<file path="src/rtl/game_pkg.sv">
// game_pkg: types and constants shared by the line sequencer, board store
// and line_writer (row geometry, line_writer FSM states, row-select helper).
package game_pkg;

  localparam int ROW_WIDTH = 8;   // bits per board row
  localparam int NUM_LINES = 8;   // rows on the board
  localparam int LINE_W    = 3;   // width of a row index
  localparam int DIV_W     = 8;   // width of the serial-clock divider counter

  typedef enum logic [2:0] {
    IDLE  = 3'd0,
    LOAD  = 3'd1,
    SHIFT = 3'd2,
    LATCH = 3'd3,
    DONE  = 3'd4
  } state_t;

  // One-hot row drive for row index 'line' (bit n lights row n).
  function automatic logic [ROW_WIDTH-1:0] row_onehot(input logic [LINE_W-1:0] line);
    logic [ROW_WIDTH-1:0] one;
    one        = {{(ROW_WIDTH-1){1'b0}}, 1'b1};
    row_onehot = one << line;
  endfunction

endpackage

</file>
<file path="src/rtl/line_writer_bit_timer.sv">
// bit_timer: serial-clock half-period timer for line_writer.
// Down-counter reloading to CLK_DIV-1; 'tick' is high in the last cycle of
// each CLK_DIV-cycle half period. 'restart' realigns the count so the first
// tick comes CLK_DIV cycles after the restart edge.
module bit_timer
  import game_pkg::*;
#(
  parameter int CLK_DIV = 4
) (
  input  logic clk,
  input  logic rst,
  input  logic restart,
  output logic tick
);

  localparam logic [DIV_W-1:0] RELOAD = DIV_W'(CLK_DIV - 1);
  localparam logic [DIV_W-1:0] ZERO   = {DIV_W{1'b0}};

  logic [DIV_W-1:0] count_r;

  // Half-period down-counter, reloaded on restart or when it expires.
  always_ff @(posedge clk or negedge rst) begin
    if (!rst) begin
      count_r <= ZERO;
    end else if (restart || (count_r == ZERO)) begin
      count_r <= RELOAD;
    end else begin
      count_r <= count_r - DIV_W'(1);
    end
  end

  assign tick = (count_r == ZERO);

endmodule

</file>
<file path="src/rtl/line_writer.sv">
// line_writer: serialises one board row to the LED column shift register,
// latches it, drives the one-hot row select and pulses 'update' so the
// sequencer advances 'lineNum'.
// Build option: define LINE_WRITER_BLANK_EN to blank 'rowSel' from LOAD
// until LATCH (anti-ghosting); otherwise the previous row stays lit until
// the new row is latched.
// CLK_DIV (1..255) is the number of clk cycles per serial-clock half period.
module line_writer
  import game_pkg::*;
#(
  parameter int CLK_DIV = 4
) (
  input  logic                 clk,
  input  logic                 rst,
  input  logic                 enable,
  input  logic [LINE_W-1:0]    lineNum,
  input  logic [ROW_WIDTH-1:0] rowData,
  output logic                 update,
  output logic                 serData,
  output logic                 serClk,
  output logic                 latch,
  output logic [ROW_WIDTH-1:0] rowSel
);

  state_t               state_r, state_nxt_s;
  logic [LINE_W-1:0]    line_r, line_nxt_s;
  logic [ROW_WIDTH-1:0] shift_r, shift_nxt_s;
  logic [2:0]           bit_cnt_r, bit_cnt_nxt_s;
  logic                 half_r, half_nxt_s;        // 0: serClk low phase, 1: high phase
  logic                 ser_clk_r, ser_clk_nxt_s;
  logic                 latch_r, latch_nxt_s;
  logic                 update_r, update_nxt_s;
  logic [ROW_WIDTH-1:0] row_sel_r, row_sel_nxt_s;
  logic                 restart_s;
  logic                 tick_s;
  logic                 bit_end_s;
  logic                 last_bit_s;

  bit_timer #(.CLK_DIV(CLK_DIV)) u_bit_timer (
    .clk     (clk),
    .rst     (rst),
    .restart (restart_s),
    .tick    (tick_s)
  );

  // A bit ends when its high phase expires; the row ends after bit count 7.
  assign bit_end_s  = tick_s && half_r;
  assign last_bit_s = bit_end_s && (bit_cnt_r == 3'd7);

  // State register.
  always_ff @(posedge clk or negedge rst) begin
    if (!rst) begin
      state_r <= IDLE;
    end else begin
      state_r <= state_nxt_s;
    end
  end

  // Next-state logic; enable is only looked at in IDLE so a row never aborts.
  always_comb begin
    state_nxt_s = state_r;
    case (state_r)
      IDLE: begin
        if (enable) begin
          state_nxt_s = LOAD;
        end else begin
          state_nxt_s = IDLE;
        end
      end
      LOAD: begin
        state_nxt_s = SHIFT;
      end
      SHIFT: begin
        if (last_bit_s) begin
          state_nxt_s = LATCH;
        end else begin
          state_nxt_s = SHIFT;
        end
      end
      LATCH: begin
        if (tick_s) begin
          state_nxt_s = DONE;
        end else begin
          state_nxt_s = LATCH;
        end
      end
      DONE: begin
        state_nxt_s = IDLE;
      end
      default: begin
        state_nxt_s = IDLE;
      end
    endcase
  end

  // Output/datapath next values; every output is a register loaded from here.
  always_comb begin
    line_nxt_s    = line_r;
    shift_nxt_s   = shift_r;
    bit_cnt_nxt_s = bit_cnt_r;
    half_nxt_s    = half_r;
    ser_clk_nxt_s = ser_clk_r;
    latch_nxt_s   = latch_r;
    update_nxt_s  = 1'b0;
    row_sel_nxt_s = row_sel_r;
    restart_s     = 1'b0;
    case (state_r)
      IDLE: begin
        ser_clk_nxt_s = 1'b0;
        latch_nxt_s   = 1'b0;
        if (enable) begin
          line_nxt_s = lineNum;
`ifdef LINE_WRITER_BLANK_EN
          row_sel_nxt_s = {ROW_WIDTH{1'b0}};
`else
          row_sel_nxt_s = row_sel_r;
`endif
        end else begin
          line_nxt_s = line_r;
        end
      end
      LOAD: begin
        shift_nxt_s   = rowData;
        bit_cnt_nxt_s = 3'd0;
        half_nxt_s    = 1'b0;
        restart_s     = 1'b1;     // first low phase starts on SHIFT entry
      end
      SHIFT: begin
        if (tick_s && !half_r) begin
          half_nxt_s    = 1'b1;
          ser_clk_nxt_s = 1'b1;
        end else if (bit_end_s) begin
          // serData changes together with the falling serClk edge.
          half_nxt_s    = 1'b0;
          ser_clk_nxt_s = 1'b0;
          shift_nxt_s   = {shift_r[ROW_WIDTH-2:0], 1'b0};
          bit_cnt_nxt_s = bit_cnt_r + 3'd1;
          if (last_bit_s) begin
            restart_s     = 1'b1; // latch pulse is timed from LATCH entry
            latch_nxt_s   = 1'b1;
            row_sel_nxt_s = row_onehot(line_r);
          end else begin
            latch_nxt_s   = 1'b0;
          end
        end else begin
          half_nxt_s = half_r;
        end
      end
      LATCH: begin
        if (tick_s) begin
          latch_nxt_s  = 1'b0;
          update_nxt_s = 1'b1;
        end else begin
          latch_nxt_s  = 1'b1;
        end
      end
      DONE: begin
        update_nxt_s = 1'b0;
      end
      default: begin
        update_nxt_s = 1'b0;
      end
    endcase
  end

  // Datapath and output registers.
  always_ff @(posedge clk or negedge rst) begin
    if (!rst) begin
      line_r    <= {LINE_W{1'b0}};
      shift_r   <= {ROW_WIDTH{1'b0}};
      bit_cnt_r <= 3'd0;
      half_r    <= 1'b0;
      ser_clk_r <= 1'b0;
      latch_r   <= 1'b0;
      update_r  <= 1'b0;
      row_sel_r <= {ROW_WIDTH{1'b0}};
    end else begin
      line_r    <= line_nxt_s;
      shift_r   <= shift_nxt_s;
      bit_cnt_r <= bit_cnt_nxt_s;
      half_r    <= half_nxt_s;
      ser_clk_r <= ser_clk_nxt_s;
      latch_r   <= latch_nxt_s;
      update_r  <= update_nxt_s;
      row_sel_r <= row_sel_nxt_s;
    end
  end

  // serData is the MSB of the shift register, so it is itself a flop output.
  assign serData = shift_r[ROW_WIDTH-1];
  assign serClk  = ser_clk_r;
  assign latch   = latch_r;
  assign update  = update_r;
  assign rowSel  = row_sel_r;

endmodule

</file>
<file path="config.mk">
export PLATFORM = sky130hd
export DESIGN_NAME = line_writer
export DESIGN_NICKNAME = d
export VERILOG_FILES = /design/src/rtl/game_pkg.sv /design/src/rtl/line_writer_bit_timer.sv /design/src/rtl/line_writer.sv
export SDC_FILE = /design/constraint.sdc
export NUM_CORES = 1
export LEC_CHECK = 0
export ABC_AREA = 0
export CORE_MARGIN = 1.5
export CORE_UTILIZATION = 55
export CTS_CLUSTER_SIZE = 16
export DETAILED_ROUTE_END_ITERATION = 10
export MAX_ROUTING_LAYER = met4
export PLACE_DENSITY = 0.88
export SKIP_CTS_REPAIR_TIMING = 1
export SYNTH_ARGS = -nofsm -noshare
export SYNTH_HDL_FRONTEND = slang
export SYNTH_SLANG_ARGS = --single-unit
</file>
<file path="constraint.sdc">
create_clock -name clk -period 2.95 [get_ports clk]
set_input_delay 0.4425 -clock clk [delete_from_list [all_inputs] [get_ports clk]]
set_output_delay 0.4425 -clock clk [all_outputs]
set_load 0.02 [all_outputs]
</file>
## Word level (Yosys, flattened, before mapping)

Index checks and enable logic that the tools add are counted.

- Bitwise logic cells: 1
- Shift operators: 1
- Multiplexer cells: 25
- Add/sub/neg operators: 2
- Reductions and logical operators: 16
- Equal/unequal tests: 7

Operators by type and width:

| kind | number |
|---|---|
| $mux W8 | 3 |
| $pmux W8 S2 | 1 |
| $mux W1 | 12 |
| $pmux W3 S4 | 1 |
| $mux W3 | 3 |
| $logic_not A8 Y1 | 1 |
| $shl A1 B3 Y8 const A | 1 |
| $sub A8 B1 Y8 const B | 1 |
| $eq A3 B2 Y1 const B | 2 |
| $pmux W1 S2 | 3 |
| $pmux W3 S2 | 1 |
| $reduce_and A2 Y1 | 3 |
| $reduce_and A3 Y1 | 2 |
| $ne A2 B2 Y1 const B | 2 |
| $reduce_and A4 Y1 | 1 |
| $reduce_bool A2 Y1 | 2 |
| $add A3 B1 Y3 const B | 1 |
| $eq A3 B1 Y1 const B | 1 |
| $eq A3 B3 Y1 const B | 1 |
| $logic_and A1 B1 Y1 | 3 |
| $logic_not A3 Y1 | 1 |
| $ne A3 B3 Y1 const B | 1 |
| $pmux W1 S3 | 1 |
| $reduce_bool A3 Y1 | 1 |
| 3 further kinds | 3 |

- Input port bits: 14
- Word-level logic and storage cells: 62
- Output and inout port bits: 12
- Register bits: 37

## Logic depth before layout (Yosys ltp)

- Depth in word-level cells: 9
- Gate-level depth with buffers: 7
- Depth with buffers taken out: 6

## By module

From an unflattened synthesis, not the netlist that was laid out.

- Cells, all modules: 150
- Area, all modules: 1,850.5 sq um

Modules (own cells, without submodules):

| module | cells an instance | instances | seq. area each (sq um) | area each (sq um) |
|---|---|---|---|---|
| line_writer | 109 | 1 | 700.7 | 1,431.4 |
| bit_timer | 41 | 1 | 200.2 | 419.2 |

## Least setup slack after synthesis

Ideal clock, no wire load.

- Path type: register to register
- From: reg u_bit_timer.count_r[0]
- To: reg shift_r[7]
- Library setup time: 0.083 ns
- Setup slack: 1.348 ns
- Cell stages (with the launch flop): 8
- Arrival time: 1.519 ns
- Data required time: 2.867 ns
- Cells stage by stage: dfrtp_1 > inv_1 > ha_1 > and4bb_2 > a31oi_2 > buf_2 > nand2_1 > o21ai_0

- Cells in the longest elaborated chain, start to end: 4
- Elaborated cells on any way between the ends: 6
- Those cells by class: 2 x eq/ne; 4 x reduce/logical

Ends and longest elaborated chain:

| item | line | source |
|---|---|---|
| from (decl) | line_writer_bit_timer.sv:19 | `logic [DIV_W-1:0] count_r;` |
| from (signal assigned) | line_writer_bit_timer.sv:28 | `count_r <= count_r - DIV_W'(1);` |
| $logic_not A8 Y1 (*) | line_writer_bit_timer.sv:32 | `assign tick = (count_r == ZERO);` |
| $logic_and A1 B1 Y1, on equally long branches | line_writer.sv:129, line_writer.sv:47 |  |
| $ne A2 B2 Y1 (no source line) | -- |  |
| $reduce_and A3 Y1 (no source line) (*) | -- |  |
| to (signal assigned) | line_writer.sv:170 | `shift_r <= {ROW_WIDTH{1'b0}};` |
| to (signal assigned) | line_writer.sv:179 | `shift_r <= shift_nxt_s;` |
| to (decl) | line_writer.sv:27 | `logic [ROW_WIDTH-1:0] shift_r, shift_nxt_s;` |

Every way passes the cells marked *; elsewhere a longest branch is shown, timed or not.
A chain may end at the register's enable or synchronous reset.

## Worst setup path in the final report

- From: reg state_r[1]
- To: reg row_sel_r[4] (netlist: rowSel[4])

- Cells in the longest elaborated chain, start to end: 2

Ends and longest elaborated chain:

| item | line | source |
|---|---|---|
| from (decl) | line_writer.sv:25 | `state_t state_r, state_nxt_s;` |
| from (signal assigned) | line_writer.sv:55 | `state_r <= state_nxt_s;` |
| $eq A3 B2 Y1 | line_writer.sv:107 | `case (state_r)` |
| $reduce_and A4 Y1 (no source line) | -- |  |
| to (signal assigned) | line_writer.sv:176 | `row_sel_r <= {ROW_WIDTH{1'b0}};` |
| to (signal assigned) | line_writer.sv:185 | `row_sel_r <= row_sel_nxt_s;` |
| to (decl) | line_writer.sv:33 | `logic [ROW_WIDTH-1:0] row_sel_r, row_sel_nxt_s;` |

Every way passes these cells.

==> impl_results.md <==
- Top-Level Pins: 26
- Fin Setup TNS: 0 ns
- Worst-path maximum fanout: 17
- Clock tree from TritonCTS: done
- Number of pins with negative max-slew slack in the final report: 0
- Detail Placement HPWL: roughly 2300 µm
- Per-cell via count in the routed design: 5.33
- I/O Buffers: 25
- Cell taking the most area after synthesis: sky130_fd_sc_hd__dfrtp_1
- Final number of hold-violating endpoints: 0
- Register-to-register path setup slack: roughly 0.8 ns
- Total global routing overflow: 0
- Weighted congestion at the end of routability-driven global placement: slightly below 0.8
- Final nets: ~210
- Width of the die: between 60 and 70 µm
- Leak: ~0.99 nW
- Critical Path Source Type: flip-flop
- Non-filler instance count after layout: around 240
- Clock power share: 0.351
- Setup repair after global routing missed its margin: false
- Pin count of the biggest net entering global routing: 38
- Run status: complete, no violations
- Most frequently used flop master after synthesis: sky130_fd_sc_hd__dfrtp_1
- Kind of end point of the critical path: flip-flop
- Core footprint: 0.00308 mm²
- Fraction of registers with async set/reset: 1.00
- Pint: about 0.67 mW
- Part of the Yosys area used for sequential elements: 0.512
- Hold EP: shift_r[3]
- Clock root buffer master: sky130_fd_sc_hd__clkbuf_4
- Number of sinks handled by clock tree synthesis: 37
- Slew Limit Headroom: 0.511
- Clock-pin slew on the worst setup and hold paths: ~0.11 ns
- Total routing usage reported by global routing: 0.210
- Mean instance size in the synthesized netlist: ~11 µm²
- Number of buffers on the longest clock path: 2
- Post-synthesis to final-layout area growth: 17.9%
- Number of stages on the worst hold path: 2
- Min cycle time layout: 2.15 ns
- Via count of the first global-routing pass: approximately 1200
- FP Rows: 20
- DRC violations left: 0
- Slowest library cell on the worst path: sky130_fd_sc_hd__nor3b_2
- Sw Ratio: 0.215
- Synth Net Count: roughly 190
- Initial antenna violation count: 0
- Critical Path RT: roughly 3.2 ns
- Fraction of synthesized cell area in xor and xnor cells: 0.0242
- Hold slack: 0.491 ns
- Seq pwr share: 0.606
- Number of buffers created by CTS: 5
- Area of the die: 0.00364 mm²
- Via count: 1269
- Final clock period utilization by the worst path: 0.728
- Critical setup path kind: reg2reg
- IR Drop Worst-Case VDD: between 0.0003 and 0.0004 V
- Complex-gate fraction of the synthesized area: 0.139
- Slew at the pin with the worst max-slew slack: around 0.73 ns
- Net load switching power: 0.183 mW
- Wire length of the first global-routing pass: 5260 µm
- Netlist area before placement: roughly 0.0018 mm²
- Power per standard cell area: around 400 mW/mm²
- Number of violations of the max-capacitance limit: 0
- Main combinational cell family by area after synthesis: simple AND/OR/NAND/NOR gates
- Number of optimization iterations in the first detailed-route pass: 4
- Cell Count Post-Placement: 230
- Count of flip-flops with a built-in enable after synthesis: 0
- Sequence of cells on the critical path: nor3b_2 -> nand4_2 -> o41ai_1
- Diodes inserted: 0
- Start point of the worst min-delay path: shift_r[3]
- Synthesis warning total: 0
- Starting density of the core: 0.587
- Highest cell delay on the worst timing path: about 0.6 ns
- Number of cell instances on the worst register-to-register path: 3
- Number of instances in the synthesized netlist: approximately 170
- Endpoint of the worst register-to-register path: rowSel[4]
- Area share of the largest cell type after synthesis: 0.512
- Number of synthesized register bits: 37
- Initial detailed-routing violation count: 46
- WP data arrival: about 2.4 ns
- Post-synthesis simple-gate area fraction: 0.184
- Portion of total power attributed to combinational logic: 0.043
- Worst r2r src: state_r[1]
- Total Wirelength: around 3100 µm
- Overall die height: 60.3 µm
- Arithmetic-cell share of the synthesized area counting full adders, half adders and majority gates: 0.0277
- Cells taking the most area after synthesis: sky130_fd_sc_hd__dfrtp_1 (51%), sky130_fd_sc_hd__nand2_1 (6.4%), sky130_fd_sc_hd__mux2i_1 (5.0%)
- Antenna violation net count after detailed routing: 0
- Layout cells sized above 1: 0.155
- Max H-tree Level: 2
- Post-detailed-route wirelength per cell: ~13 µm
- Netlist cell types: 44
- Final setup fails: 0
- Skew-Pair Late Insertion Delay: ~0.34 ns
- Max Clk Rate: approximately 0.47 GHz
- Worst-case clock skew: between 0.01 and 0.015 ns
- Multiplexer share of the synthesized area: 0.0623
- Class of the most critical hold timing path: reg2reg
==> synth_stat cells, types with 2 or more instances <==
cell                       instances
sky130_fd_sc_hd__xor2_1            2
sky130_fd_sc_hd__dfrtp_1          37
sky130_fd_sc_hd__o21ai_0          14
sky130_fd_sc_hd__buf_2             3
sky130_fd_sc_hd__nor2_2            5
sky130_fd_sc_hd__xnor2_1           3
sky130_fd_sc_hd__a31oi_1           2
sky130_fd_sc_hd__nor2_1            8
sky130_fd_sc_hd__ha_1              4
sky130_fd_sc_hd__o21ai_2           2
sky130_fd_sc_hd__o41ai_1           2
sky130_fd_sc_hd__o21ai_1           2
sky130_fd_sc_hd__buf_6             3
sky130_fd_sc_hd__o31ai_1           4
sky130_fd_sc_hd__inv_1             6
sky130_fd_sc_hd__nor3_1            2
sky130_fd_sc_hd__o21bai_1          2
sky130_fd_sc_hd__mux2_2            2
sky130_fd_sc_hd__and3_1            2
sky130_fd_sc_hd__mux2i_1           9
sky130_fd_sc_hd__nand2_1          31
==> logic make-up (layout without fill, tap and decap cells) <==
logic type / after synthesis / in the layout
adders and majority gates: 4 / 4
xor gates and xnor gates: 5 / 5
and+or+nand+nor: 60 / 60
muxes: 11 / 11
buffers and inverters: 15 / 41
DFF: 37 / 37
AOI/OAI and AO/OA: 36 / 36
==> sequential cells by signal, summed over array words and instances, names as in the netlist, 3 cells and up <==
signal and cells:
bit_cnt_r 3, rowSel 8, shift_r 8, line_r 3
u_bit_timer.count_r 8, state_r 3
==> cells in the final DEF (no fill, tap or decap), drive strengths merged, types with 2 or more instances in the layout <==
cell type | netlist | routed
nor4 | 2 | 2
clkbuf | 2 | 7
mux2 | 2 | 2
o21bai | 2 | 2
nor3b | 2 | 2
xnor2 | 3 | 3
inv | 6 | 6
xor2 | 2 | 2
nand2 | 31 | 31
o41ai | 2 | 2
ha | 4 | 4
nor2 | 13 | 13
nor3 | 2 | 2
and3 | 2 | 2
o31ai | 4 | 4
buf | 7 | 2
mux2i | 9 | 9
clkdlybuf4s50 | 0 | 25
dfrtp | 37 | 37
o21ai | 18 | 18
a31oi | 3 | 3
==> per-stage QoR <==
stage	power, mW	setup WS (ns)	instance area, µm²	util
finish	0.852	0.801	2130	0.692
CTS	0.864	0.799	2130	0.692
global placement	0.562	0.929	2060	0.669
global route	0.885	0.601	2130	0.692
floorplan	0.532	1.35	1810	-
detailed placement	0.563	0.778	2060	0.669
==> power by group through the flow <==
stage	Clock, mW	Sequential, mW	Combinational (mW)
detailed placement	0	0.526	0.0374
floorplan	0	0.524	0.00737
global route	0.328	0.517	0.0409
CTS	0.311	0.516	0.0377
finish	0.299	0.516	0.0366
global placement	0	0.525	0.0366
==> routing by layer <==
layer / GRT usage / routed length (µm)
met1: 0.242 / 1400
met5: - / 0
met4: 0.0952 / 61
met2: 0.334 / 1530
met3: 0.0649 / 148
==> worst max-delay path by stage <==
| stage | endpoint | slack, ns | start | depth (start not counted) |
|---|---|---|---|---|
| final | rowSel[4] | 0.80 | state_r[1] | 3 |
| after global placement | latch | 0.93 | state_r[1] | 4 |
| after CTS | rowSel[4] | 0.80 | state_r[1] | 3 |
| after detailed placement | rowSel[4] | 0.78 | state_r[1] | 3 |
| after global routing | latch | 0.60 | state_r[1] | 4 |
| after floorplan | shift_r[7] | 1.35 | u_bit_timer.count_r[0] | 7 |
==> critical path: cells and delay by family, from the launching register on <==
| kind | cells | cell delay [ns] |
|---|---|---|
| compound gates | 1 | 0.42 |
| flops | 1 | 0.57 |
| simple gates | 2 | 1.06 |
==> area by class of cell <==
| type | count | area, µm² |
|---|---|---|
| fillers | 248 | 948 |
| flip-flops and latches | 37 | 926 |
| repair buffers | 27 | 265 |
| well taps | 44 | 55.1 |
| clock buffers | 7 | 65.1 |
| inverters | 6 | 22.5 |
| multi-input cells | 116 | 791 |
| clock inverters | 1 | 5.00 |
Note: power is estimated with default switching activity, not from simulation.
==> RTL edit, RTL diff (config.mk and constraints unchanged) <==
`DIV_W`: 8 -> 12.
--- a/src/rtl/game_pkg.sv
+++ b/src/rtl/game_pkg.sv
@@ -5,7 +5,7 @@
   localparam int ROW_WIDTH = 8;   // bits per board row
   localparam int NUM_LINES = 8;   // rows on the board
   localparam int LINE_W    = 3;   // width of a row index
-  localparam int DIV_W     = 8;   // width of the serial-clock divider counter
+  localparam int DIV_W     = 12;   // width of the serial-clock divider counter
 
   typedef enum logic [2:0] {
     IDLE  = 3'd0,
Check against the original RTL: no difference found for any inputs over 10 cycles, from zero or initial values and one cycle with rst low; that may be too few to reach the edited logic, so the function may still have changed.
==> RTL edit against the original RTL <==
  * Clock skew is 0.0054 ns lower
  * Synthesized cell count grew 9.5%
  * Highest routed layer unchanged
  * Cell area increased by 13%
  * Sequential cell count is 3 higher
  * Setup slack gained 0.075 ns
  * Area after synthesis increased by 13%
  * Routed wire length up 7.8%
Power is not compared: it rests on default switching activity, and its combinational part moved more than twofold at a synthesized area within 25%.
==> RTL edit: results <==
{
  "status": "completed",
  "regMostFlops": "u_bit_timer.count_r",
  "grt_max_degree": 41,
  "grt_pass1_wl_um": 5927,
  "synth_cells": 184,
  "drt_pass1_iterations": 4,
  "gp_congestion": 0.8867,
  "track_usage": 0.1938,
  "clk_pin_slew_worst_paths_ns": 0.07,
  "placed_area_um2": 2305,
  "synth_nets": 202,
  "critPathMaxStageDelay_ns": 0.70,
  "num-nets-final": 227,
  "yosysUniqueCellTypes": 43,
  "diodes": 0,
  "worstPathArrival_ns": 1.63,
  "synthTopCellsByArea": "dfrtp_1 49%, mux2_2 14%, nor2_1 3.3%",
  "place_ws_ns": 0.9311,
  "root_buffer": "clkbuf_8",
  "routedWlPerCell_um": 13.22,
  "critical_path.top_delay_family": "buffers and inverters",
  "hold_path_class": "in -> async",
  "path_max_fanout": 13,
  "dpl.hpwl_um": 2439,
  "grt_pass1_vias": 1339,
  "slew_headroom": 0.4370,
  "netlist_top_cells_count": "40 x dfrtp_1, 26 x mux2_2, 18 x nor2_1, 13 x nand2_1, 11 x nand3_1",
  "worst_path_max_delay_cell": "clkdlybuf4s50_1",
  "fill_cells": 263,
  "stdcell_count": 256,
  "clkLatencyLatePin_ns": 0.29,
  "synth-seq-area-share": 0.4911,
  "finClkSkew_ns": 0.004995,
  "async_flop_share": 1.000,
  "dp.cells": 248,
  "final_layout_size_suffix_gt1_frac": 0.2190,
  "vias": 1426,
  "drt_iter0_drc": 117,
  "multi_input_comb_area_um2": 974.7
}
==> RTL edit: cell count changes after synthesis, sizes merged, moves of 5 or more <==
cell   change
mux2      +24
nand2     -17
nor2       +7
a21oi      +5
o21ai     -11
nor3       +6
nand3     +12
mux2i      -9
==> RTL edit: worst paths after layout <==
path	start	to	slack [ns]	cells past startpoint
worst min-delay path	rst	line_r[1]	0.26	1
max in group asynchronous	rst	u_bit_timer.count_r[11]	2.17	1
worst max-delay path	state_r[2]	update	0.88	1
min in group clk	u_bit_timer.count_r[0]	u_bit_timer.count_r[0]	0.48	1
worst min register to register	u_bit_timer.count_r[0]	u_bit_timer.count_r[0]	0.48	1
worst max register to register	u_bit_timer.count_r[0]	rowSel[6]	0.92	6
==> RTL edit: per-layer routing <==
layer | up-vias | GRT usage | wire length, um
li1 | 698 | - | -
met1 | 687 | 0.2381 | 1461
met2 | 34 | 0.2995 | 1691
met3 | 7 | 0.04225 | 156
met4 | 0 | 0.1033 | 74
met5 | - | - | 0
==> RTL edit: logic make-up (layout without fill, tap and decap cells) <==
| logic type | after synthesis | after routing | synth area share |
|---|---|---|---|
| flops | 40 | 40 | 0.4911 |
| simple gates | 71 | 71 | 0.2069 |
| buf+inv | 14 | 40 | 0.03069 |
| fa+ha+maj | 4 | 4 | 0.02456 |
| xor+xnor | 7 | 7 | 0.03008 |
| mux | 26 | 26 | 0.1436 |
| compound gates | 22 | 22 | 0.07306 |
==> RTL edit: where the power goes <==
group,internal (mW),switching (mW),leakage (nW)
Combinational,0.365,0.327,0.525
Clock,0.190,0.180,0.0445
Sequential,0.738,0.232,0.495
==> RTL edit: cell type report <==
class                   count  share of cell area
clock inverters             1            0.003130
flip-flops and latches     40              0.4173
well taps                  46             0.02400
repair buffers             25              0.1022
inverters                   7             0.01095
clock buffers               7             0.03599
multi-input cells         130              0.4064
